===== src/rtl/end_banner_pkg.sv =====
// End-of-game banner: shared status codes, FSM states and palette.
package end_banner_pkg;

  localparam logic [3:0] WIN_STATUS  = 4'd6;
  localparam logic [3:0] LOSE_STATUS = 4'd7;
  localparam int         ADDR_W      = 20;

  typedef enum logic [1:0] {
    ST_IDLE,
    ST_REVEAL,
    ST_HOLD
  } banner_state_e;

  // Index 0 sits in the low slice: black, grey, red, white.
  localparam logic [3:0][23:0] PALETTE = {
    24'hffffff,
    24'hff0000,
    24'h818181,
    24'h000000
  };

endpackage


===== src/rtl/end_banner_rom.sv =====
// Combined win+lose sprite store: address -> palette index -> RGB.
module banner_rom
  import end_banner_pkg::*;
#(
  parameter int BANNER_W = 292,
  parameter int BANNER_H = 36
) (
  input  logic [ADDR_W-1:0] addr,
  output logic [23:0]       color
);

  localparam logic [ADDR_W-1:0] FRAME = ADDR_W'(BANNER_W * BANNER_H);
  localparam logic [ADDR_W-1:0] DEPTH = ADDR_W'(2 * BANNER_W * BANNER_H);

  logic [3:0] pal_idx;

  // Win half striped white/grey, lose half red/grey.
  always_comb begin
    pal_idx = 4'd0;
    if (addr < FRAME)
      pal_idx = addr[3] ? 4'd3 : 4'd1;
    else if (addr < DEPTH)
      pal_idx = addr[3] ? 4'd2 : 4'd1;
  end

  always_comb begin
    color = 24'h000000;
    if (pal_idx < 4'd4)
      color = PALETTE[pal_idx[1:0]];
  end

endmodule


===== src/rtl/end_banner.sv =====
// Win/lose banner: column-wise reveal per frame, then optional blinking hold.
module end_banner
  import end_banner_pkg::*;
#(
  parameter int         BANNER_W     = 292,
  parameter int         BANNER_H     = 36,
  parameter int         X0           = 174,
  parameter int         Y0           = 222,
  parameter logic [3:0] WIN_CODE     = WIN_STATUS,
  parameter logic [3:0] LOSE_CODE    = LOSE_STATUS,
  parameter int         REVEAL_STEP  = 8,
  parameter int         BLINK_EN     = 1,
  parameter int         BLINK_FRAMES = 30
) (
  input  logic              Clk,
  input  logic              Reset_n,
  input  logic              frame_clk,
  input  logic [9:0]        DrawX,
  input  logic [9:0]        DrawY,
  input  logic [3:0]        status,
  output logic              is_banner,
  output logic [ADDR_W-1:0] banner_address,
  output logic              banner_sel,
  output logic              reveal_done,
  output logic [23:0]       banner_color
);

  localparam int CW = $clog2(BANNER_W + REVEAL_STEP + 1);
  localparam int BW = $clog2(BLINK_FRAMES + 1);

  localparam logic [CW-1:0] COLS_MAX = CW'(BANNER_W);
  localparam logic [CW-1:0] STEP     = CW'(REVEAL_STEP);
  localparam logic [BW-1:0] BLK_LAST = BW'(BLINK_FRAMES - 1);

  localparam logic [ADDR_W-1:0] X_LO  = ADDR_W'(X0);
  localparam logic [ADDR_W-1:0] X_HI  = ADDR_W'(X0 + BANNER_W);
  localparam logic [ADDR_W-1:0] Y_LO  = ADDR_W'(Y0);
  localparam logic [ADDR_W-1:0] Y_HI  = ADDR_W'(Y0 + BANNER_H);
  localparam logic [ADDR_W-1:0] W_A   = ADDR_W'(BANNER_W);
  localparam logic [ADDR_W-1:0] FRAME = ADDR_W'(BANNER_W * BANNER_H);

  logic fs1, fs2, fs3;
  logic sync_live, sync_armed;
  logic frame_tick;

  // Arming needs a real low seen after reset, so a high frame_clk
  // at release cannot masquerade as a rising edge.
  always_ff @(posedge Clk or negedge Reset_n) begin
    if (!Reset_n) begin
      fs1        <= 1'b0;
      fs2        <= 1'b0;
      fs3        <= 1'b0;
      sync_live  <= 1'b0;
      sync_armed <= 1'b0;
    end else begin
      fs1       <= frame_clk;
      fs2       <= fs1;
      fs3       <= fs2;
      sync_live <= 1'b1;
      if (sync_live && !fs1)
        sync_armed <= 1'b1;
    end
  end

  assign frame_tick = fs2 & ~fs3 & sync_armed;

  banner_state_e state;
  logic [CW-1:0] reveal_cols;
  logic [CW-1:0] cols_next;
  logic [BW-1:0] blink_cnt;
  logic          visible;
  logic          is_win, is_lose, code_hit, restart;

  assign is_win    = (status == WIN_CODE);
  assign is_lose   = (status == LOSE_CODE);
  assign code_hit  = is_win | is_lose;
  assign restart   = (state == ST_IDLE) || (is_lose != banner_sel);
  assign cols_next = reveal_cols + STEP;

  always_ff @(posedge Clk or negedge Reset_n) begin
    if (!Reset_n) begin
      state       <= ST_IDLE;
      reveal_cols <= '0;
      blink_cnt   <= '0;
      visible     <= 1'b1;
      banner_sel  <= 1'b0;
    end else if (!code_hit) begin
      state <= ST_IDLE;
    end else if (restart) begin
      state       <= ST_REVEAL;
      banner_sel  <= is_lose;
      reveal_cols <= '0;
      blink_cnt   <= '0;
      visible     <= 1'b1;
    end else if (frame_tick) begin
      case (state)
        ST_REVEAL: begin
          if (cols_next >= COLS_MAX) begin
            reveal_cols <= COLS_MAX;
            state       <= ST_HOLD;
            blink_cnt   <= '0;
            visible     <= 1'b1;
          end else begin
            reveal_cols <= cols_next;
          end
        end
        ST_HOLD: begin
          if (BLINK_EN != 0) begin
            if (blink_cnt == BLK_LAST) begin
              blink_cnt <= '0;
              visible   <= ~visible;
            end else begin
              blink_cnt <= blink_cnt + 1'b1;
            end
          end
        end
        default: ;
      endcase
    end
  end

  logic [ADDR_W-1:0] px, py, dx, dy, addr;
  logic              hit;

  always_comb begin
    px   = ADDR_W'(DrawX);
    py   = ADDR_W'(DrawY);
    dx   = px - X_LO;
    dy   = py - Y_LO;
    addr = dx + dy * W_A + (banner_sel ? FRAME : '0);
    hit  = (px >= X_LO) && (px < X_HI) &&
           (py >= Y_LO) && (py < Y_HI) &&
           (dx < ADDR_W'(reveal_cols)) &&
           (state != ST_IDLE) &&
           ((state != ST_HOLD) || visible);
  end

  always_ff @(posedge Clk or negedge Reset_n) begin
    if (!Reset_n) begin
      is_banner      <= 1'b0;
      banner_address <= '0;
      reveal_done    <= 1'b0;
    end else begin
      is_banner      <= hit;
      banner_address <= hit ? addr : '0;
      reveal_done    <= (state == ST_HOLD);
    end
  end

  banner_rom #(
    .BANNER_W (BANNER_W),
    .BANNER_H (BANNER_H)
  ) u_rom (
    .addr  (banner_address),
    .color (banner_color)
  );

endmodule


===== config.mk =====
export PLATFORM = sky130hd
export DESIGN_NAME = end_banner
export DESIGN_NICKNAME = d
export VERILOG_FILES = /design/src/rtl/end_banner_pkg.sv /design/src/rtl/end_banner_rom.sv /design/src/rtl/end_banner.sv
export SDC_FILE = /design/constraint.sdc
export NUM_CORES = 1
export LEC_CHECK = 0
export CAP_MARGIN = 20
export CELL_PAD_IN_SITES_DETAIL_PLACEMENT = 1
export CELL_PAD_IN_SITES_GLOBAL_PLACEMENT = 1
export CORE_MARGIN = 2
export CORE_UTILIZATION = 45
export CTS_CLUSTER_SIZE = 28
export DETAILED_ROUTE_END_ITERATION = 16
export PLACE_DENSITY = 0.91
export SLEW_MARGIN = 10
export SYNTH_ARGS = -nofsm -noshare
export SYNTH_HDL_FRONTEND = slang
export SYNTH_SLANG_ARGS = --single-unit

===== constraint.sdc =====
create_clock -name Clk -period 4.5 [get_ports Clk]
set_clock_uncertainty 0.1 [all_clocks]
set_input_delay 0.45 -clock Clk [delete_from_list [all_inputs] [get_ports Clk]]
set_output_delay 0.45 -clock Clk [all_outputs]
set_load 0.01 [all_outputs]

# Word-level counts from Yosys, hierarchy flattened
# Cells that the tools add are included.
[word_totals]
mem_count = 0
latch_bits = 0
mem_bits_ro = 0
ramBits = 0
register_bits = 45
in_bits = 27
[op_classes]
shift = 0
add_sub_neg = 6
div_mod_pow = 0
n_eq_ne = 12
mux = 28
n_mul = 1
bitwise = 5
reduce_logical = 20
magnitude_cmp = 10
[ops]
columns = ["cell", "count"]
rows = [
  ["24-bit binary-select mux with 2-bit select", 1],
  ["24-bit two-way mux", 2],
  ["9-bit two-way mux", 4],
  ["10-bit by 8-bit subtractor with 11-bit output, second input constant", 2],
  ["20-bit by 14-bit adder with 20-bit output", 1],
  ["20-bit adder", 1],
  ["10-bit by 8-bit >= comparator with 1-bit output, second input constant", 2],
  ["10-bit by 9-bit < comparator with 1-bit output, second input constant", 2],
  ["20-bit by 14-bit < comparator with 1-bit output, second input constant", 1],
  ["20-bit by 15-bit < comparator with 1-bit output, second input constant", 1],
  ["20-bit by 9-bit < comparator with 1-bit output", 1],
  ["20-bit by 7-bit multiplier with 18-bit output, second input constant", 1],
  ["20-bit two-way mux", 1],
  ["5-bit two-way mux", 4],
  ["14-bit two-way mux", 1],
  ["2-bit two-way mux", 7],
  ["5-bit one-hot mux with 2 select lines", 1],
  ["9-bit by 4-bit adder with 9-bit output, second input constant", 1],
  ["9-bit >= comparator, second input constant", 1],
  ["4-bit by 3-bit equality test with 1-bit output, second input constant", 2],
  ["4-bit two-way mux", 2],
  ["1-bit logical AND", 7],
  ["3-bit by 1-bit != test with 1-bit output, second input constant", 2],
  ["3-bit != test, second input constant", 2],
  ["23 further kinds", 32],
]

# Longest topological paths before layout
# Gate-level depths: netlist of run 1.
[depth]
depth_word = 8
depth_mapped = 25
mapped_depth_nobuf = 25

# Modules after synthesis
# A second synthesis of run 1 with hierarchy kept.
[hier_totals]
hier_cells = 522
hier_area_um2 = 4608.2
[modules_own_cells]
columns = ["module", "seq_area_each_um2", "area_each_um2", "cells_per_inst", "n_inst"]
rows = [
  ["end_banner", 1077.3, 4337.9, 483, 1],
  ["banner_rom", 0.0, 270.3, 39, 1],
]

# Worst setup path after synthesis of run 1
# No wires, ideal clock.
[synth_path]
kind = "input-to-reg"
start = "in DrawY[2]"
end = "reg banner_address[19]"
path_slack_ns = -0.603
required_time_ns = 4.281
path_buffers = 0
arrival_ns = 4.884
setup_time_ns = 0.119
path_stages = 22
path_cell_list = "a41oi_1 -> nor2_1 -> xnor2_1 -> ha_1 -> ha_1 -> inv_1 -> fa_1 -> inv_1 -> ha_1 -> a2111o_1 -> a21oi_1 -> nor2_1 -> xor2_1 -> ha_1 -> ha_1 -> a21o_1 -> a21o_1 -> a21oi_1 -> nand2b_1 -> a31o_2 -> xnor2_1 -> nor2_1"
[synth_between]
elab_chain_cells = 7
word_cells_on_any_way = 12
classes_between = "3 x add/sub; 1 x mul; 2 x order compare; 1 x mux; 5 x reduce/logical"
[synth_rtl]
columns = ["element", "line_no", "source"]
rows = [
  ["from (decl)", "end_banner.sv:19", "input logic [9:0] DrawY,"],
  ["branches (longest 6 deep; another with 20-bit by 7-bit multiplier with 18-bit output)", "--", ""],
  ["20-bit two-way mux (*)", "end_banner.sv:145", "banner_address <= hit ? addr : '0;"],
  ["to (signal assigned)", "end_banner.sv:145", ""],
  ["to (decl)", "end_banner.sv:22", "output logic [ADDR_W-1:0] banner_address,"],
]
# Mark *: on every way between the ends.
# A chain may end at the register's enable or synchronous reset.

# Final worst setup path of run 1
[layout_path]
start = "in DrawY[2]"
end = "reg banner_address[14]"
# Same word-level chain as after synthesis.

==> results of run 1 <==
cells in the mapped netlist, drive strengths merged (2+ instances only):
master,number
xor2,13
or4,4
a21boi,4
o22ai,2
nand3,10
nand3b,2
o21ai,34
fa,16
nor3,8
nor3b,2
dfrtp,42
xnor2,30
a41oi,4
nor2,46
nand2,22
o31ai,4
or3,2
a21o,13
nor2b,7
a31oi,4
clkbuf,3
inv,69
a21oi,38
buf,22
nand4,8
a211oi,3
o21bai,5
ha,74
and3,4
nand2b,9
nor4,3
or2,2
and2,2
cell families (layout without fill, tap and decap cells):
| family | after synthesis | after routing |
|---|---|---|
| other | 1 | 1 |
| AOI/OAI and AO/OA | 124 | 124 |
| xor gates and xnor gates | 43 | 43 |
| adders and majority gates | 90 | 90 |
| DFF | 43 | 43 |
| buffers and inverters | 94 | 251 |
| muxes | 2 | 2 |
| and+or+nand+nor | 132 | 132 |
layout make-up:
cell class	instances	share of cell area, %
flip-flops and latches	43	15.8
inverters	69	3.83
well taps	133	2.44
repair buffers	174	22.0
clock buffers	5	1.01
clock inverters	3	0.641
multi-input cells	392	54.3
metrics by stage:
step | hold WS [ps] | TNS, ps | setup WS [ps] | std cells
floorplan | 54.4 | -259 | -183 | 529
global placement | 257 | -6850 | -1000 | 791
detailed placement | 263 | -10370 | -1400 | 791
CTS | 203 | -933 | -299 | 811
global route | 246 | -5170 | -847 | 819
finish | 176 | -4570 | -751 | 819
worst reg2reg max path: stages (launching register included):
cell     delay (ps)
dfrtp_1         690
fa_1            530
ha_1            320
a21o_1          190
a21oi_1         510
o21ai_1         370
a41oi_2         490
buf_4           220
buf_6           100
xnor2_2         100
nor2_1           80
cell usage in the layout, fill, tap and decap left out, types with 14 or more instances in the layout:
| master | count |
|---|---|
| nor2_1 | 44 |
| ha_1 | 53 |
| nand2_1 | 20 |
| a21oi_1 | 30 |
| clkdlybuf4s50_1 | 64 |
| ha_4 | 19 |
| buf_4 | 95 |
| xnor2_1 | 22 |
| dfrtp_1 | 42 |
| fa_1 | 14 |
| o21ai_0 | 19 |
| inv_1 | 55 |
power groups by stage:
stage	Sequential (mW)	Clock, mW	Combinational (mW)
4_1_cts	0.418	0.309	2.74
3_3_place_gp	0.423	0	2.19
6_report	0.423	0.314	3.59
5_1_grt	0.424	0.329	3.70
3_5_place_dp	0.426	0	2.43
2_1_floorplan	0.419	0	1.45
registers in the layout, indices dropped and copies added (netlist names):
name,cells
banner_address,20
reveal_cols,7
blink_cnt,5
state,2
banner_sel,1
fs1,1
fs2,1
fs3,1
is_banner,1
reveal_done,1
sync_armed,1
sync_live,1
visible,1
what timing repair did:
item | in CTS | in global routing
setup endpoints to repair | 10 | 9
endpoints found under the hold margin | 0 | 0
gates resized for setup | 78 | 38
pin swaps | 44 | 30
hold buffers | 0 | 0
setup buffers | 14 | 9
per-layer routing:
layer	vias to the layer above	wire length (um)
li1	2108	-
met3	170	1310
met1	2487	7290
met2	342	11400
met4	0	2120
met5	-	0
worst min-delay path by stage:
stage,startpoint,end,slack (ps),depth (start not counted)
after floorplan,Reset_n,banner_address[0]$_DFF_PN0_,50,0
after CTS,Reset_n,blink_cnt[2]$_DFFE_PN0P_,200,1
final,Reset_n,blink_cnt[4]$_DFFE_PN0P_,180,1
after global routing,Reset_n,blink_cnt[2]$_DFFE_PN0P_,250,1
after detailed placement,fs1$_DFF_PN0_,fs2$_DFF_PN0_,260,0
after global placement,fs1$_DFF_PN0_,fs2$_DFF_PN0_,260,0
==> key figures, run 1 <==
Pwr
  • Comb power frac: 83.0%
  • VDD IR max: 0.295 mV
  • Seq pwr share: 9.8%
  • Internal: 2.23 mW
  • Power Dens Cells: 633 nW/um^2
  • Sw frac: 48.4%
  • Clock share of power: 7.3%
  • Switching power: 2.09 mW
  • Leak: 3.20 nW
  • Power consumption: 4.33 mW

Yosys
  • Syn Std Cell Area: 4610 sq um
  • Synth warn: 0
  • Syn Area/Cell: 8.72 sq um
  • Compound-gate portion of the synthesized area: 17.3%
  • Largest family of logic cells by synthesized area: adder cells
  • Fraction of synthesized area in multiplexers: 0.461%
  • Synth top area cells: dfrtp_1 23%, ha_1 20%, fa_1 6.9%, xnor2_1 5.7%, inv_1 5.5%
  • Synth Instances: 529
  • Post-Synth Simple-Gate Area: 14.2%
  • Adder-cell share of the synthesized area: 27.0%
  • Post-Synth XOR/XNOR Area: 8.16%
  • EDFF count, synth: 0
  • Net Count, Synth: 646
  • Synth cell types: 60
  • Seq/Total Area, Yosys: 23.4%
  • #FFs+latches synth: 43
  • Post-synth top area cell: dfrtp_1
  • Share of the synthesized area in the top cell type: 22.8%
  • Top FF cell, synth: dfrtp_1
  • Async S/R FF share, synth: 100%

STA
  • Relative slew margins: 37.5%
  • Fin. Hold Viols: 0
  • Tmin final: 5250 ps
  • Max Clk Rate: 190 MHz
  • Slew @ Worst Pin: 938 ps
  • Finish-stage setup viols: 10
  • Tcrit/Tclk final: 117%
  • Final Worst Setup Slack: -751 ps
  • Final slew viol count: 0
  • Unrepaired setup endpoints after global routing: yes

Drt
  • Residual DRC: 0
  • Total number of vias: 5107
  • Routed Antenna Nets: 0
  • Wirelength, routed: 22100 um
  • Initial drt markers: 292
  • First-pass DRT Iterations: 4
  • Vias per cell: 6.24
  • Routed len/inst: 27.0 um

Job
  • Maxcap violations: 0

Floorplanning
  • Rows: 36
  • Initial Util: 46.8%
  • Placeable core area: 9860 sq um
  • Die width: 105 um
  • Ports: 74
  • Die area: 11100 sq um
  • Die height: 105 um

Critical path
  • Peak fanout along the critical path: 3
  • WP data arrival: 5330 ps
  • WS Path Type: in -> reg
  • Origin of the critical flop-to-flop path: banner_sel$_DFFE_PN0P_
  • Reg-to-reg slack, setup: 680 ps
  • Crit path buffers/inverters: 9
  • RR Endpoint: banner_address[14]$_DFF_PN0_
  • Worst r2r path cells: 10
  • Slowest cell on crit path: fa_2
  • Worst setup endpoint: banner_address[14]$_DFF_PN0_
  • CP peak stage delay: 530 ps
  • Critical Path Start: DrawY[2]
  • Most used cell, CP: inv_2
  • WP depth: 25
  • Worst setup SP type: input port
  • Critical Path End Type: register
  • Crit-path leading delay family: adder cells
  • Req. time, crit path: 4580 ps

Clock tree
  • Num CTS Buffers: 5
  • Clock Tree Buf Depth: 2
  • TritonCTS clock tree: built
  • CTS Root Cell: clkbuf_8
  • Clock sink total: 43
  • Skew-Pair Late Insertion Delay: 300 ps
  • Clock transition at the registers of the reported paths: 90 ps
  • H-tree levels: 2

Final layout
  • Register area: 1080 sq um
  • Ant. Diodes: 0
  • Synthesis-to-finish area growth: 48.1%
  • Area of the multi-input gates: 3710 sq um
  • Fin nets: 802
  • Share of layout cells above drive strength 1: 30.0%
  • Filler cell count: 1055
  • Final Cell Area: 6830 sq um
  • Final core occ: 69.2%

Placement
  • Buffers on Ports: 73
  • Placed Area: 6130 sq um
  • Post-detail-place hpwl: 12700 um
  • GP Congestion: 0.882

GRT
  • Vias in the first global route: 5637
  • Total track usage: 34.0%
  • First-pass GRT wire length: 29200 um
  • GRT Max-Usage Layer: met2
  • Largest net degree at the start of global routing: 44
  • Total grt overflow: 0
  • GR Util met2: 67.6%
  • Met1 global-route usage: 30.2%
  • Antenna violations before repair: 0
  • Met3 usage in global routing: 4.95%

Outcome
  • Failing checks: setup timing
  • Status: finished with violations

Min path
  • Hold Path Class: in -> async
(Power assumes the default switching activity.)
==> run 2: changes to the inputs <==
--- a/config.mk
+++ b/config.mk
@@ -13,6 +13,7 @@
 export CTS_CLUSTER_SIZE = 28
 export DETAILED_ROUTE_END_ITERATION = 16
 export PLACE_DENSITY = 0.91
+export SETUP_SLACK_MARGIN = 0.5
 export SLEW_MARGIN = 10
 export SYNTH_ARGS = -nofsm -noshare
 export SYNTH_HDL_FRONTEND = slang
==> run 2 against run 1 <==
Effect of this change:
- the run still ends with setup timing left
- via count decreased by 6.1%
- core utilization decreased by 0.68 points
- wire length decreased by 12%
==> key figures, run 2 (synthesis results as in run 1) <==
Pwr
  • Power Dens Cells: 595 nW/um^2 (-6.1%)
  • VDD IR max: 0.266 mV (-9.7%)
  • Leak: 3.12 nW (-2.4%)

Clock tree
  • H-tree levels: 2 (unchanged)
  • Clock transition at the registers of the reported paths: 90 ps (about the same)
  • Clock sink total: 43 (unchanged)
  • CTS Root Cell: clkbuf_8
  • Num CTS Buffers: 5 (unchanged)
  • # hold bufs at CTS: 0 (unchanged)
  • Skew-Pair Late Insertion Delay: 300 ps (about the same)
  • TritonCTS clock tree: built
  • Clock Tree Buf Depth: 2 (unchanged)

Critical path
  • Worst setup SP type: input port
  • Critical Path End Type: register
  • Origin of the critical flop-to-flop path: banner_sel$_DFFE_PN0P_
  • WS Path Type: in -> reg
  • Peak fanout along the critical path: 3 (unchanged)
  • Reg-to-reg slack, setup: 1310 ps (+630 ps)
  • WP data arrival: 5280 ps (-50 ps)
  • Worst r2r path cells: 10 (unchanged)
  • RR Endpoint: banner_address[18]$_DFF_PN0_
  • Req. time, crit path: 4590 ps (about the same)

Drt
  • Routed Antenna Nets: 0 (unchanged)
  • Routed len/inst: 24.0 um (-11%)
  • First-pass DRT Iterations: 5 (+1)
  • Wirelength, routed: 19400 um (-12%)
  • Total number of vias: 4797 (-6.1%)
  • Vias per cell: 5.92 (-5.0%)
  • Initial drt markers: 246 (-16%)
  • Residual DRC: 0 (unchanged)

GRT
  • Vias in the first global route: 5043 (-11%)
  • Antenna violations before repair: 0 (unchanged)
  • Total track usage: 28.0% (-6.0 points)
  • Largest net degree at the start of global routing: 44 (unchanged)
  • First-pass GRT wire length: 24900 um (-15%)
  • Total grt overflow: 0 (unchanged)

Placement
  • Post-Place Worst Slack: -1260 ps (+144 ps)
  • Buffers on Ports: 73 (unchanged)
  • GP Congestion: 0.904 (+2.5%)
  • Post-detail-place hpwl: 12200 um (-3.6%)
  • Placed Area: 6140 sq um (+0.14%)

Final layout
  • Most frequent cells in the layout: 83 x buf_4, 64 x clkdlybuf4s50_1, 56 x inv_1
  • Commonest non-fill, non-tap cell in the layout: buf_4
  • Fin nets: 793 (-1.1%)
  • Largest Register: banner_address
  • Synthesis-to-finish area growth: 46.6%
  • Share of layout cells above drive strength 1: 29.2% (-0.78 points)
  • Biggest regs: banner_address: 20 flops, reveal_cols: 7 flops, blink_cnt: 5 flops
  • Ant. Diodes: 0 (unchanged)
  • Max reg flops: 20 (unchanged)
  • Final Cell Area: 6760 sq um (-0.99%)

STA
  • Final Worst Setup Slack: -692 ps (+59.2 ps)
  • Max Clk Rate: 193 MHz (+1.1%)
  • Final slew viol count: 0 (unchanged)
  • Relative slew margins: 38.1% (+0.59 points)
  • Tmin final: 5190 ps (-59.2 ps)
  • Tcrit/Tclk final: 115% (-1.3 points)
  • Fin. Hold Viols: 0 (unchanged)
  • Finish-stage setup viols: 7 (-3)
  • Setup TNS: -2840 ps (+1730 ps)
  • Slew @ Worst Pin: 929 ps (-8.88 ps)
  • Unrepaired setup endpoints after global routing: yes

Floorplanning
  • Placeable core area: 9860 sq um (unchanged)
  • Die area: 11100 sq um (unchanged)
  • Die width: 105 um (unchanged)
  • Initial Util: 46.8% (unchanged)
  • Ports: 74 (unchanged)
  • Die height: 105 um (unchanged)
  • Rows: 36 (unchanged)

Min path
  • Hold Path Class: in -> async

Job
  • Maxcap violations: 0 (unchanged)

Outcome
  • Status: finished with violations
  • Failing checks: setup timing
## run 2: what timing repair did
| action | 4_1_cts | 5_1_grt |
|---|---|---|
| resized for setup | 53 | 56 |
| setup buffers | 10 | 7 |
| setup endpoints to repair | 11 | 11 |
| pin swaps | 39 | 58 |
## run 2: worst max-delay path by stage
| stage | from | end | slack [ps] | cells after the start |
|---|---|---|---|---|
| after floorplan | DrawY[4] | banner_address[19]$_DFF_PN0_ | -180 | 21 |
| after global placement | DrawY[2] | banner_address[17]$_DFF_PN0_ | -880 | 19 |
| after detailed placement | DrawY[2] | banner_address[19]$_DFF_PN0_ | -1260 | 24 |
| after CTS | DrawY[1] | banner_address[19]$_DFF_PN0_ | -380 | 24 |
| after global routing | DrawY[1] | banner_address[19]$_DFF_PN0_ | -800 | 26 |
| final | DrawY[2] | banner_address[19]$_DFF_PN0_ | -690 | 24 |
## run 2: where the power goes
group / switching (mW) / leakage (nW) / internal, mW / total (mW)
Combinational: 1.73 / 2.50 / 1.63 / 3.36
Sequential: 0.0231 / 0.579 / 0.397 / 0.421
Clock: 0.130 / 0.0422 / 0.109 / 0.239
## run 2: cell type report
type	instances	area, sq um
repair buffers	165	1450
fillers	1060	3100
multi-input cells	392	3720
flip-flops and latches	43	1080
well taps	133	166
clock buffers	7	76.3
clock inverters	1	5.00
inverters	69	267
## run 2: worst max-delay path, cell delays in order
cell,delay [ps]
buf_8,100
buf_6,110
a41oi_4,270
buf_6,160
xnor2_4,130
ha_4,240
ha_4,270
inv_4,40
fa_1,550
inv_2,60
ha_4,230
o21ai_0,240
nand2b_1,140
a21oi_2,210
buf_4,160
o31ai_4,80
or4_1,450
nand4_1,140
ha_1,270
ha_1,340
nor2_1,70
a31o_2,230
xnor2_2,130
nor2_1,190
## run 2: through the flow
step | utilization [%] | std cells | power [mW] | hold WS, ps
after global routing | 68.6 | 810 | 4.22 | 250
final | 68.6 | 810 | 4.02 | 184
after detailed placement | 62.2 | 785 | 2.86 | 268
after floorplan | - | 529 | 1.95 | 54.4
after CTS | 65.1 | 803 | 3.30 | 223
after global placement | 62.2 | 785 | 2.66 | 261
## run 2: per-layer routing
metal | vias up | global-route usage, % | share of wire [%]
met5 | - | 0 | 0
met4 | 0 | 11.8 | 5.6
met3 | 96 | 3.09 | 4.2
met2 | 252 | 55.7 | 53
met1 | 2355 | 29.1 | 37
li1 | 2094 | - | -
